--- config.mk ---
export PLATFORM = sky130hd
export DESIGN_NAME = mfsk_ber_monitor
export DESIGN_NICKNAME = d
export VERILOG_FILES = /design/src/rtl/mfsk_ber_monitor.sv
export SDC_FILE = /design/constraint.sdc
export NUM_CORES = 1
export LEC_CHECK = 0
export ABC_AREA = 0
export CAP_MARGIN = 20
export CORE_MARGIN = 3
export CORE_UTILIZATION = 35
export CTS_CLUSTER_SIZE = 25
export DETAILED_ROUTE_END_ITERATION = 12
export GPL_TIMING_DRIVEN = 0
export PLACE_DENSITY = 0.66
export SYNTH_ARGS = -nofsm -noshare
export SYNTH_HDL_FRONTEND = slang
export SYNTH_SLANG_ARGS = --single-unit
--- constraint.sdc ---
create_clock -name clk -period 7.56 [get_ports clk]
set_input_delay 1.89 -clock clk [delete_from_list [all_inputs] [get_ports clk]]
set_output_delay 1.89 -clock clk [all_outputs]
set_load 0.03 [all_outputs]
--- src/rtl/mfsk_ber_monitor.sv ---
// Symbol/bit error monitor for the M-FSK modem chain.
// A reference FIFO aligns transmitted symbols with demodulated ones; after a
// startup skip, each aligned pair is compared and tallied over a window.
module mfsk_ber_monitor #(
    parameter int unsigned SYM_BITS   = 3,
    parameter int unsigned FIFO_DEPTH = 16,
    parameter int unsigned CNT_WIDTH  = 32,
    parameter int unsigned SKIP       = 1,
    parameter int unsigned WINDOW     = 400
) (
    input  logic                 clk,
    input  logic                 reset,
    input  logic                 start,
    input  logic                 ref_valid,
    input  logic [SYM_BITS-1:0]  ref_symbol,
    input  logic                 rx_valid,
    input  logic [SYM_BITS-1:0]  rx_symbol,
    output logic                 busy,
    output logic                 done,
    output logic [CNT_WIDTH-1:0] error_count,
    output logic [CNT_WIDTH-1:0] bit_error_count,
    output logic [CNT_WIDTH-1:0] total_count,
    output logic                 fifo_overflow,
    output logic                 rx_underflow
);

    localparam int unsigned AW  = (FIFO_DEPTH > 1) ? $clog2(FIFO_DEPTH) : 1;
    localparam int unsigned PW  = AW + 1;
    localparam int unsigned CW1 = CNT_WIDTH + 1;

    localparam logic [1:0] ST_IDLE = 2'd0;
    localparam logic [1:0] ST_SKIP = 2'd1;
    localparam logic [1:0] ST_RUN  = 2'd2;
    localparam logic [1:0] ST_DONE = 2'd3;

    localparam logic [CNT_WIDTH-1:0] CNT_MAX = '1;
    localparam logic [CNT_WIDTH-1:0] WIN_C   = CNT_WIDTH'(WINDOW);
    localparam logic [7:0]           SKIP_C  = 8'(SKIP);

    logic [1:0]           state_q, state_d;
    logic [PW-1:0]        wr_q, wr_d;
    logic [PW-1:0]        rd_q, rd_d;
    logic [7:0]           skip_q, skip_d;
    logic [CNT_WIDTH-1:0] err_q, err_d;
    logic [CNT_WIDTH-1:0] bit_q, bit_d;
    logic [CNT_WIDTH-1:0] tot_q, tot_d;
    logic                 ovf_q, ovf_d;
    logic                 udf_q, udf_d;
    logic                 busy_q, busy_d;
    logic                 done_q, done_d;

    logic [SYM_BITS-1:0]  mem_q [FIFO_DEPTH];

    logic                 active_c;
    logic                 empty_c;
    logic                 full_c;
    logic                 push_c;
    logic                 pop_c;
    logic [SYM_BITS-1:0]  head_c;
    logic [SYM_BITS-1:0]  diff_c;

    // Number of differing bits, widened to counter width plus carry.
    function automatic logic [CNT_WIDTH:0] popcnt(input logic [SYM_BITS-1:0] v);
        logic [CNT_WIDTH:0] n;
        n = '0;
        for (int unsigned i = 0; i < SYM_BITS; i++) begin
            n = n + CW1'(v[i]);
        end
        return n;
    endfunction

    // Saturating accumulate; the carry bit flags overflow.
    function automatic logic [CNT_WIDTH-1:0] sat_add(input logic [CNT_WIDTH-1:0] a,
                                                     input logic [CNT_WIDTH:0]   inc);
        logic [CNT_WIDTH:0] sum;
        sum = {1'b0, a} + inc;
        return sum[CNT_WIDTH] ? CNT_MAX : sum[CNT_WIDTH-1:0];
    endfunction

    // Next-state: FIFO bookkeeping, skip/compare tallies and window control.
    always_comb begin
        state_d = state_q;
        wr_d    = wr_q;
        rd_d    = rd_q;
        skip_d  = skip_q;
        err_d   = err_q;
        bit_d   = bit_q;
        tot_d   = tot_q;
        ovf_d   = ovf_q;
        udf_d   = udf_q;
        push_c  = 1'b0;
        pop_c   = 1'b0;

        active_c = (state_q == ST_SKIP) || (state_q == ST_RUN);
        empty_c  = (wr_q == rd_q);
        full_c   = (wr_q[AW] != rd_q[AW]) && (wr_q[AW-1:0] == rd_q[AW-1:0]);
        head_c   = mem_q[rd_q[AW-1:0]];
        diff_c   = head_c ^ rx_symbol;

        if (start) begin
            wr_d    = '0;
            rd_d    = '0;
            skip_d  = '0;
            err_d   = '0;
            bit_d   = '0;
            tot_d   = '0;
            ovf_d   = 1'b0;
            udf_d   = 1'b0;
            state_d = (SKIP > 0) ? ST_SKIP : ST_RUN;
        end else if (active_c) begin
            pop_c  = rx_valid && !empty_c;
            push_c = ref_valid && (!full_c || pop_c);
            if (rx_valid && empty_c) begin
                udf_d = 1'b1;
            end
            if (ref_valid && full_c && !pop_c) begin
                ovf_d = 1'b1;
            end
            if (pop_c) begin
                rd_d = rd_q + PW'(1);
            end
            if (push_c) begin
                wr_d = wr_q + PW'(1);
            end
            if (pop_c && (state_q == ST_SKIP)) begin
                skip_d = skip_q + 8'd1;
                if (skip_d == SKIP_C) begin
                    state_d = ST_RUN;
                end
            end else if (pop_c && (tot_q != CNT_MAX)) begin
                tot_d = tot_q + CNT_WIDTH'(1);
                err_d = sat_add(err_q, CW1'(diff_c != '0));
                bit_d = sat_add(bit_q, popcnt(diff_c));
                if ((WINDOW != 0) && (tot_d == WIN_C)) begin
                    state_d = ST_DONE;
                end
            end
        end

        busy_d = (state_d == ST_SKIP) || (state_d == ST_RUN);
        done_d = (state_d == ST_DONE);
    end

    // State and counter registers with synchronous reset.
    always_ff @(posedge clk) begin
        if (reset) begin
            state_q <= ST_IDLE;
            wr_q    <= '0;
            rd_q    <= '0;
            skip_q  <= '0;
            err_q   <= '0;
            bit_q   <= '0;
            tot_q   <= '0;
            ovf_q   <= 1'b0;
            udf_q   <= 1'b0;
            busy_q  <= 1'b0;
            done_q  <= 1'b0;
        end else begin
            state_q <= state_d;
            wr_q    <= wr_d;
            rd_q    <= rd_d;
            skip_q  <= skip_d;
            err_q   <= err_d;
            bit_q   <= bit_d;
            tot_q   <= tot_d;
            ovf_q   <= ovf_d;
            udf_q   <= udf_d;
            busy_q  <= busy_d;
            done_q  <= done_d;
        end
    end

    // Reference FIFO storage; pointers alone define its contents.
    always_ff @(posedge clk) begin
        if (push_c) begin
            mem_q[wr_q[AW-1:0]] <= ref_symbol;
        end
    end

    assign busy            = busy_q;
    assign done            = done_q;
    assign error_count     = err_q;
    assign bit_error_count = bit_q;
    assign total_count     = tot_q;
    assign fifo_overflow   = ovf_q;
    assign rx_underflow    = udf_q;

endmodule

# After elaboration in Yosys (flattened, before gate mapping)
# Memories as Yosys holds them, arrays and structs flattened. A register that Yosys moved wholly into a read port is not among the register bits.
# Index checks and enable logic that the tools add are counted.
dict set report word_totals {
  ff_bits 120
  latchBits 0
  mem_bits_rw 48
  mem_bits_ro 0
  in_bits 11
  output_inout_bits 100
  wordCells 69
  n_memories 1
}
dict set report op_classes {
  add_sub_neg 8
  multipliers 0
  div 0
  magnitude_cmp 0
  n_eq_ne 11
  shifts 0
  n_mux 14
  n_bitwise 2
  n_reduce_logical 22
}
# memory depth width read_ports rd_clocked_by_memory_dff wr line
set memory_table {}
lappend memory_table {mem_q 16 3 1 1 1 52} ;# logic [SYM_BITS-1:0] mem_q [FIFO_DEPTH];
# cell count
set op_table {}
lappend op_table {{$mux 32} 2}
lappend op_table {{$add 32x1->33} 1}
lappend op_table {{$add 32x3->33} 1}
lappend op_table {{$add 32x1->32 const B} 1}
lappend op_table {{$eq 32x9->1 const B} 1}
lappend op_table {{$ne 32x32->1 const B} 1}
lappend op_table {{$mux 2} 6}
lappend op_table {{$add 5x1->5 const B} 2}
lappend op_table {{$reduce_and 2->1} 5}
lappend op_table {{$add 8x1->8 const B} 1}
lappend op_table {{$eq 8x1->1 const B} 1}
lappend op_table {{$logic_and 1x1->1} 8}
lappend op_table {{$mux 4} 2}
lappend op_table {{$eq 2x2->1 const B} 3}
lappend op_table {{$eq 5x5->1} 1}
lappend op_table {{$eq 2x1->1 const B} 2}
lappend op_table {{$eq 4x4->1} 1}
lappend op_table {{$mux 1} 4}
lappend op_table {{$add 2x1->3} 1}
lappend op_table {{$logic_not 1->1} 3}
lappend op_table {{$logic_or 1x1->1} 3}
lappend op_table {{$reduce_and 3->1} 1}
lappend op_table {{$reduce_bool 3->1} 1}
lappend op_table {{$xor 3x3->3} 1}
lappend op_table {{other kinds (4)} 4}

# Logic depth before layout (Yosys ltp)
dict set report depth {
  word_depth 10
  mapped_depth 16
}

# Least setup slack after synthesis
# No wires, ideal clock.
dict set report synth_timing {
  kind {register to register}
  from {register (tool-made name)}
  to {register bit_q[17], in the netlist bit_error_count[17]}
  setup_time_ns 0.091
  arrival_time_ns 4.469
  setup_slack_ns 3.000
  path_stages_with_launch 17
  synth_period_minus_slack_ns 4.560
  path_cell_list {dfxtp_1 -> buf_1 -> mux4_2 -> mux4_2 -> xor2_1 -> fa_1 -> ha_1 -> fa_1 -> nand4_1 -> nor4_1 -> nand3_1 -> or2_2 -> clkbuf_1 -> clkbuf_1 -> a21oi_1 -> nor2_1 -> a311oi_1}
}
# element line
set synth_rtl {}
lappend synth_rtl {{end signal: assignment} 164} ;# bit_q <= bit_d;
lappend synth_rtl {{end: declaration} 45} ;# logic [CNT_WIDTH-1:0] bit_q, bit_d;

==> impl_metrics.toml <==
[status]
status = "finished, final reports clean"

[timing]
fin_setup_tns_ps = 0
min_period_ps = 5550
finalHoldViolCount = 0
relSlewSlack_pct = 33.8
setup_violations = 0
rsz0062_at_grt = "no"
finClkSkew_ps = 10.5
fin_crit_sh_pct = 73.4
finalMaxSlewViolations = 0
tightest_slew_ps = 988
whs_ps = 495
max_freq_mhz = 180

[synthesis]
syn_inst = 906
syn_area_um2 = 8500
synthArstFlopShare_pct = 0
synth_flop_cell = "dfxtp_1"
synth.distinct_cells = 55
avgSynthCellArea_um2 = 9.38
ys_seq_elements = 172
yosysWarnings = 0
syn_nets = 934
synth_edf_count = 48
seq_area_frac_synth_pct = 46.2

[critical_path]
crit_buf_inv = 3
regToRegEndpoint = "bit_error_count[17]"
worstPathCellList = "buf_1 -> mux4_2 -> mux4_2 -> xor2_1 -> fa_1 -> ha_1 -> fa_1 -> nand4_1 -> nor4_1 -> nand3_1 -> or2_2 -> clkbuf_1 -> clkbuf_1 -> a21oi_1 -> nor2_1 -> a311oi_1"
worst-setup-path-type = "reg -> reg"
cp-end-kind = "register"
worstPathArrival_ps = 5890
critPathSlowestCell = "buf_1"
cp_num_cells = 16
critPathMaxStageDelay_ps = 700
path_max_fanout = 10
reg2reg_depth = 16
cpLargestDelayFamily = "buffers and inverters"
rrSetupSlack_ps = 2010
critPathRequiredTime_ps = 7900
cp-start-kind = "register"

[global_route]
grt_pass1_wl_um = 36500
antenna_found_initial = 1
overflow = 0
track_usage_pct = 17.3
grt_max_degree = 17
grt_pass1_vias = 6777

[final_layout]
syn2layout_area_growth_pct = 24.9
drive_gt1_share_pct = 6.66
nets = 1066
antennaDiodeCount = 0
fillCellCount = 2336
design_area_um2 = 10600

[detailed_routing]
drt-total-wl_um = 22700
viasPerCell = 5.28
drtPass1Iterations = 5
vias = 7227
postRouteAntennaNets = 0
wl_per_cell_um = 16.5
first_iter_violations = 567
drc = 0

[place]
portBuffers = 110
dpl.hpwl_um = 16400
gp_congestion = 0.834
placed_cell_area_um2 = 10000

[pwr]
p_leak_uw = 0.00322
worst_ir_drop_vdd_mv = 0.120
finalPower_uw = 1890
power_density_nw_per_um2 = 178

[floorplan]
rows = 56
start_util_pct = 35.9
boundaryPins = 111
die_area_um2 = 26200
die_height_um = 162
core_area_um2 = 23700
die_w_um = 162

[clocking]
numCtsBuffers = 17
clock_sinks = 172
cts_tree = "yes"
clk_latency_ps = 430
cts_buffer_depth = 2
postCtsSetupRepairBufs = 0
root_buffer = "clkbuf_16"
cts_resized = 0
clk_pin_slew_ps = 70
postCtsHoldBufs = 0
h-tree-depth = 4

[min_path]
hp-start = "error_count[0]"
holdPathEnd = "error_count[0]"
min_path_type = "reg -> reg"
whs_path_depth = 2

[run]
max-cap-violations = 0
==> cell usage in the layout, fill, tap and decap left out, types with 9 or more instances in the layout <==
cell type          n
a211oi_1          12
a21oi_1           57
a31oi_1           10
and2_1            10
and3_1            17
and4_1            11
buf_2             13
clkbuf_1          47
clkbuf_16         17
clkdlybuf4s50_1  110
dfxtp_1          124
edfxtp_1          48
ha_1              15
inv_1             19
mux2i_1            9
mux4_2            15
nand2_1           66
nand3_1           39
nand4_1           35
nor2_1           111
nor3_1            42
nor4_1            20
o21ai_0           15
or3_1              9
xnor2_1           52
xor2_1            38
==> sequential cells by signal, indices dropped and copies added (netlist names), named ones only <==
name,cells
skip_q,8
total_count,32
state_q,2
wr_q,5
bit_error_count,32
fifo_overflow,1
rx_underflow,1
rd_q,5
busy,1
error_count,32
mem_q,48
done,1
==> through the flow <==
stage                     util (%)  std cells  setup WS [ps]
final                         44.8       1370           2010
after global routing          44.8       1370           1590
after CTS                     44.8       1368           2020
after detailed placement      42.3       1336           2000
after global placement        42.2       1335           2020
after floorplan                  -        906           3000
==> synthesized netlist by cell type (10+ instances only) <==
cell | count | share of area, %
nor2_1 | 111 | 4.9
nand4_1 | 35 | 2.6
dfxtp_1 | 124 | 29
nor3_1 | 43 | 2.5
inv_1 | 19 | 0.84
a211oi_1 | 12 | 1.1
a21oi_1 | 57 | 3.4
xor2_1 | 38 | 3.9
a31oi_1 | 10 | 0.74
nand2_1 | 66 | 2.9
and3_1 | 17 | 1.3
nand3_1 | 39 | 2.3
buf_2 | 11 | 0.65
and4_1 | 11 | 1.1
and2_1 | 10 | 0.74
xnor2_1 | 52 | 5.4
clkbuf_1 | 44 | 1.9
o21ai_0 | 15 | 0.88
ha_1 | 15 | 2.2
edfxtp_1 | 48 | 17
nor4_1 | 20 | 1.5
mux4_2 | 15 | 4.0
==> cell families (layout without fill, tap and decap cells) <==
logic type | count (synthesis) | in the layout | share of synthesized area (%)
fa+ha+maj | 17 | 17 | 2.68
compound gates | 127 | 127 | 9.32
flops | 172 | 172 | 46.2
xor+xnor | 90 | 90 | 9.27
simple gates | 400 | 400 | 24.0
buf+inv | 76 | 221 | 3.56
mux | 24 | 24 | 5.03
==> per-layer routing <==
| metal | up-vias | global-route usage, % | routed length [µm] |
|---|---|---|---|
| met5 | - | 0 | 13 |
| met3 | 35 | 3.65 | 1280 |
| met1 | 3427 | 23.4 | 10300 |
| met2 | 234 | 27.8 | 10600 |
| li1 | 3529 | - | - |
| met4 | 2 | 5.74 | 442 |
==> how the worst max path moves through the flow <==
stage	to	slack, ps
6_report	bit_error_count[17]	2010
3_3_place_gp	bit_error_count[17]	2020
3_5_place_dp	bit_error_count[15]	2000
2_1_floorplan	bit_error_count[17]	3000
5_1_grt	bit_error_count[17]	1590
4_1_cts	bit_error_count[17]	2020
==> final cells by class <==
type | instances | area [µm²] | area share, %
Multi-Input combinational cell | 658 | 4280 | 40.3
Inverter | 19 | 71.3 | 0.672
Clock buffer | 21 | 450 | 4.24
Timing Repair Buffer | 113 | 1120 | 10.5
Sequential cell | 172 | 3920 | 37.0
Clock inverter | 11 | 143 | 1.34
Buffer | 57 | 231 | 2.18
Tap cell | 319 | 399 | 3.76
==> power by group <==
part	internal (µW)	switching [µW]	leakage (µW)
combinational	15.0	32.9	0.00152
clock	527	365	0.000277
sequential	948	1.27	0.00143
==> tightest hold or removal path: cells and delay by family, from the launching register on <==
kind,cells,cell delay [ps]
compound gates,1,60
flops,1,320
simple gates,1,60
No activity file was read; power rests on OpenSTA's default activity.
==> edit: new RTL, same settings <==
`wr_q` no longer has a reset.
--- a/src/rtl/mfsk_ber_monitor.sv
+++ b/src/rtl/mfsk_ber_monitor.sv
@@ -145,7 +145,6 @@
     always_ff @(posedge clk) begin
         if (reset) begin
             state_q <= ST_IDLE;
-            wr_q    <= '0;
             rd_q    <= '0;
             skip_q  <= '0;
             err_q   <= '0;
@@ -157,7 +156,6 @@
             done_q  <= 1'b0;
         end else begin
             state_q <= state_d;
-            wr_q    <= wr_d;
             rd_q    <= rd_d;
             skip_q  <= skip_d;
             err_q   <= err_d;
@@ -168,6 +166,10 @@
             busy_q  <= busy_d;
             done_q  <= done_d;
         end
+    end
+
+    always_ff @(posedge clk) begin
+        wr_q <= wr_d;
     end
 
     // Reference FIFO storage; pointers alone define its contents.
Formal check against the unedited RTL: no difference found for any inputs over 4 cycles, from zero or initial values and one cycle with reset high; that may be too few to reach the edited logic, so the function may still have changed.
==> edit against the unedited design <==
  * Setup slack improved by 560 ps
  * Total power barely moved
  * Global-route usage fell by 0.48 points
  * Design area fell by 0.92%
  * Largest power group unchanged
  * Sequential cell count did not move
  * Critical endpoint is now bit_error_count[26]
  * Area after synthesis fell by 0.88%
  * Wire length fell by 3.5%
  * Count of clock-buffer cells in the layout fell by 4
  * Combinational power rose by 19%
  * Via count fell by 4.4%
==> edit: results (changes against the unedited design) <==
critical_path:
  worstRegToRegCells: 13  # was 16
  rr_endpoint: "bit_error_count[26]"  # was bit_error_count[17]
  cp_slowest_cell: "nor4_1"  # was buf_1
  critical-path-top-delay-family: "simple AND/OR/NAND/NOR gates"  # was buffers and inverters
  critPathMaxStageDelay_ps: 740  # was 700 ps
  critical_path_arrival_ps: 5290  # was 5890 ps
  rrSetupSlack_ps: 2670  # was 2010 ps
  critical_path_peak_fanout: 8  # was 10
pwr:
  p_leak_nw: 3.34  # was 3.22 nW
  power.combinational.fraction_pct: 3.0  # was 2.5%
  cell_internal_pwr_mw: 1.46  # was 1.49 mW
  max-vdd-ir-drop_mv: 0.123  # was 0.120 mV
  seq-power_uw: 950  # was 949 uW
final_layout:
  fin_nets: 1025  # was 1066
  drive_gt1_share_pct: 8.81  # was 6.66%
synth:
  syn_avg_cell_area_um2: 9.71  # was 9.38 um2
  synth_xor_xnor_area_share_pct: 9.77  # was 9.27%
  yosys-top-cells-area: "dfxtp_1, edfxtp_1, xnor2_1"  # unchanged
  synth_cell_type_count: 68  # was 55
  synth_enable_flop_cells: 48  # unchanged
  synth-compound-area-share_pct: 9.07  # was 9.32%
  ys_top_cells_by_count: "dfxtp_1, nor2_1, nand2_1, xnor2_1, a21oi_1"  # was dfxtp_1, nor2_1, nand2_1, a21oi_1, xnor2_1
  synth_nets: 896  # was 934
  synth.yosys.seq_area_share_pct: 46.6  # was 46.2%
  synth-adder-area-share_pct: 2.70  # was 2.68%
  synthMuxAreaShare_pct: 4.99  # was 5.03%
placement:
  place_inst: 1297  # was 1336
  post_dp_cell_area_mm2: 0.00993  # was 0.0100 mm2
  dp_hpwl_mm: 15.9  # was 16.4 mm
  gpl.final_weighted_congestion: 0.838  # was 0.834
  port-buffer-count: 110  # unchanged
global_routing:
  grt_usage_pct: 16.8  # was 17.3%
  antenna_violations_before_repair: 0  # was 1
  wire_length_of_the_first_global_routing_pass_mm: 35.0  # was 36.5 mm
  via_count_of_the_first_global_routing_pass: 6448  # was 6777
sta:
  worst_clock_skew_ps: 13.6  # was 10.5 ps
  max_slew.worst_pin.slew_ps: 1120  # was 988 ps
detailed_routing:
  drt-initial-drc-count: 461  # was 567
  via_count: 6910  # was 7227
  detailedRoute.firstPassIterationCount: 5  # unchanged
  vias_per_cell: 5.20  # was 5.28
  wl_per_cell_um: 16.4  # was 16.5 um
clocking:
  clk_root_buffer_cell: "clkbuf_16"  # unchanged
  clkLatencyLatePin_ps: 430  # about the same
  cts_resized: 0  # unchanged
  inserted_clock_buffers: 17  # unchanged
status:
  outcome: "completed"  # unchanged
hold_path:
  min_delay_path_depth: 1  # was 2
  holdCritStartpoint: "rx_underflow"  # was error_count[0]
  endpoint_of_the_worst_hold_timing_path: "rx_underflow"  # was error_count[0]
## edit: cell count changes in the layout (fill, tap and decap cells not counted), moves of 5 or more
cell | unedited run | this run
and2_1 | 10 | 2
a21oi_1 | 57 | 49
nand2_1 | 66 | 61
nor4_1 | 20 | 9
clkbuf_1 | 47 | 23
or4_1 | 7 | 1
nand3_1 | 39 | 46
xor2_1 | 38 | 43
## edit: how the worst max path moves through the flow
stage                  from                   to  cells past startpoint
6_report       rx_symbol[0]  bit_error_count[26]                     11
3_5_place_dp   rx_symbol[0]  bit_error_count[26]                     11
4_1_cts        rx_symbol[0]  bit_error_count[26]                     11
2_1_floorplan  rx_symbol[0]  bit_error_count[17]                     11
5_1_grt           flip-flop  bit_error_count[30]                     13
3_3_place_gp   rx_symbol[0]  bit_error_count[26]                     11
## edit: metrics by stage
stage / setup slack, ps / power, mW / hold slack (ps)
floorplan: 3000 / 1.00 / 495
global placement: 2170 / 1.03 / 455
detailed placement: 2180 / 1.03 / 460
CTS: 2610 / 1.91 / 476
global route: 2320 / 1.95 / 490
finish: 2570 / 1.89 / 467
## edit: layer usage
metal	vias to the layer above	share of wire [%]	track usage, %
li1	3397	-	-
met1	3285	45	22.7
met2	203	48	27.3
met3	25	5.8	3.87
met4	0	1.0	4.61
met5	-	0	0
## edit: kinds of logic (layout without fill, tap and decap cells)
group,count (synthesis),in the layout
adder cells (fa/ha/maj),17,17
flip-flops,172,172
XOR/XNOR,94,94
buffers and inverters,59,201
AO/OA/AOI/OAI,121,121
multiplexers,23,23
AND/OR/NAND/NOR,382,382
## edit: cell type report
cell class                 count  area [um2]
fill                        2271       13000
multi-input combinational    637        4220
sequential                   172        3920
timing repair buffer         110        1100
clock buffer                  17         425
tap                          319         399
buffer                        41         218
clock inverter                15         165
inverter                      18        67.6
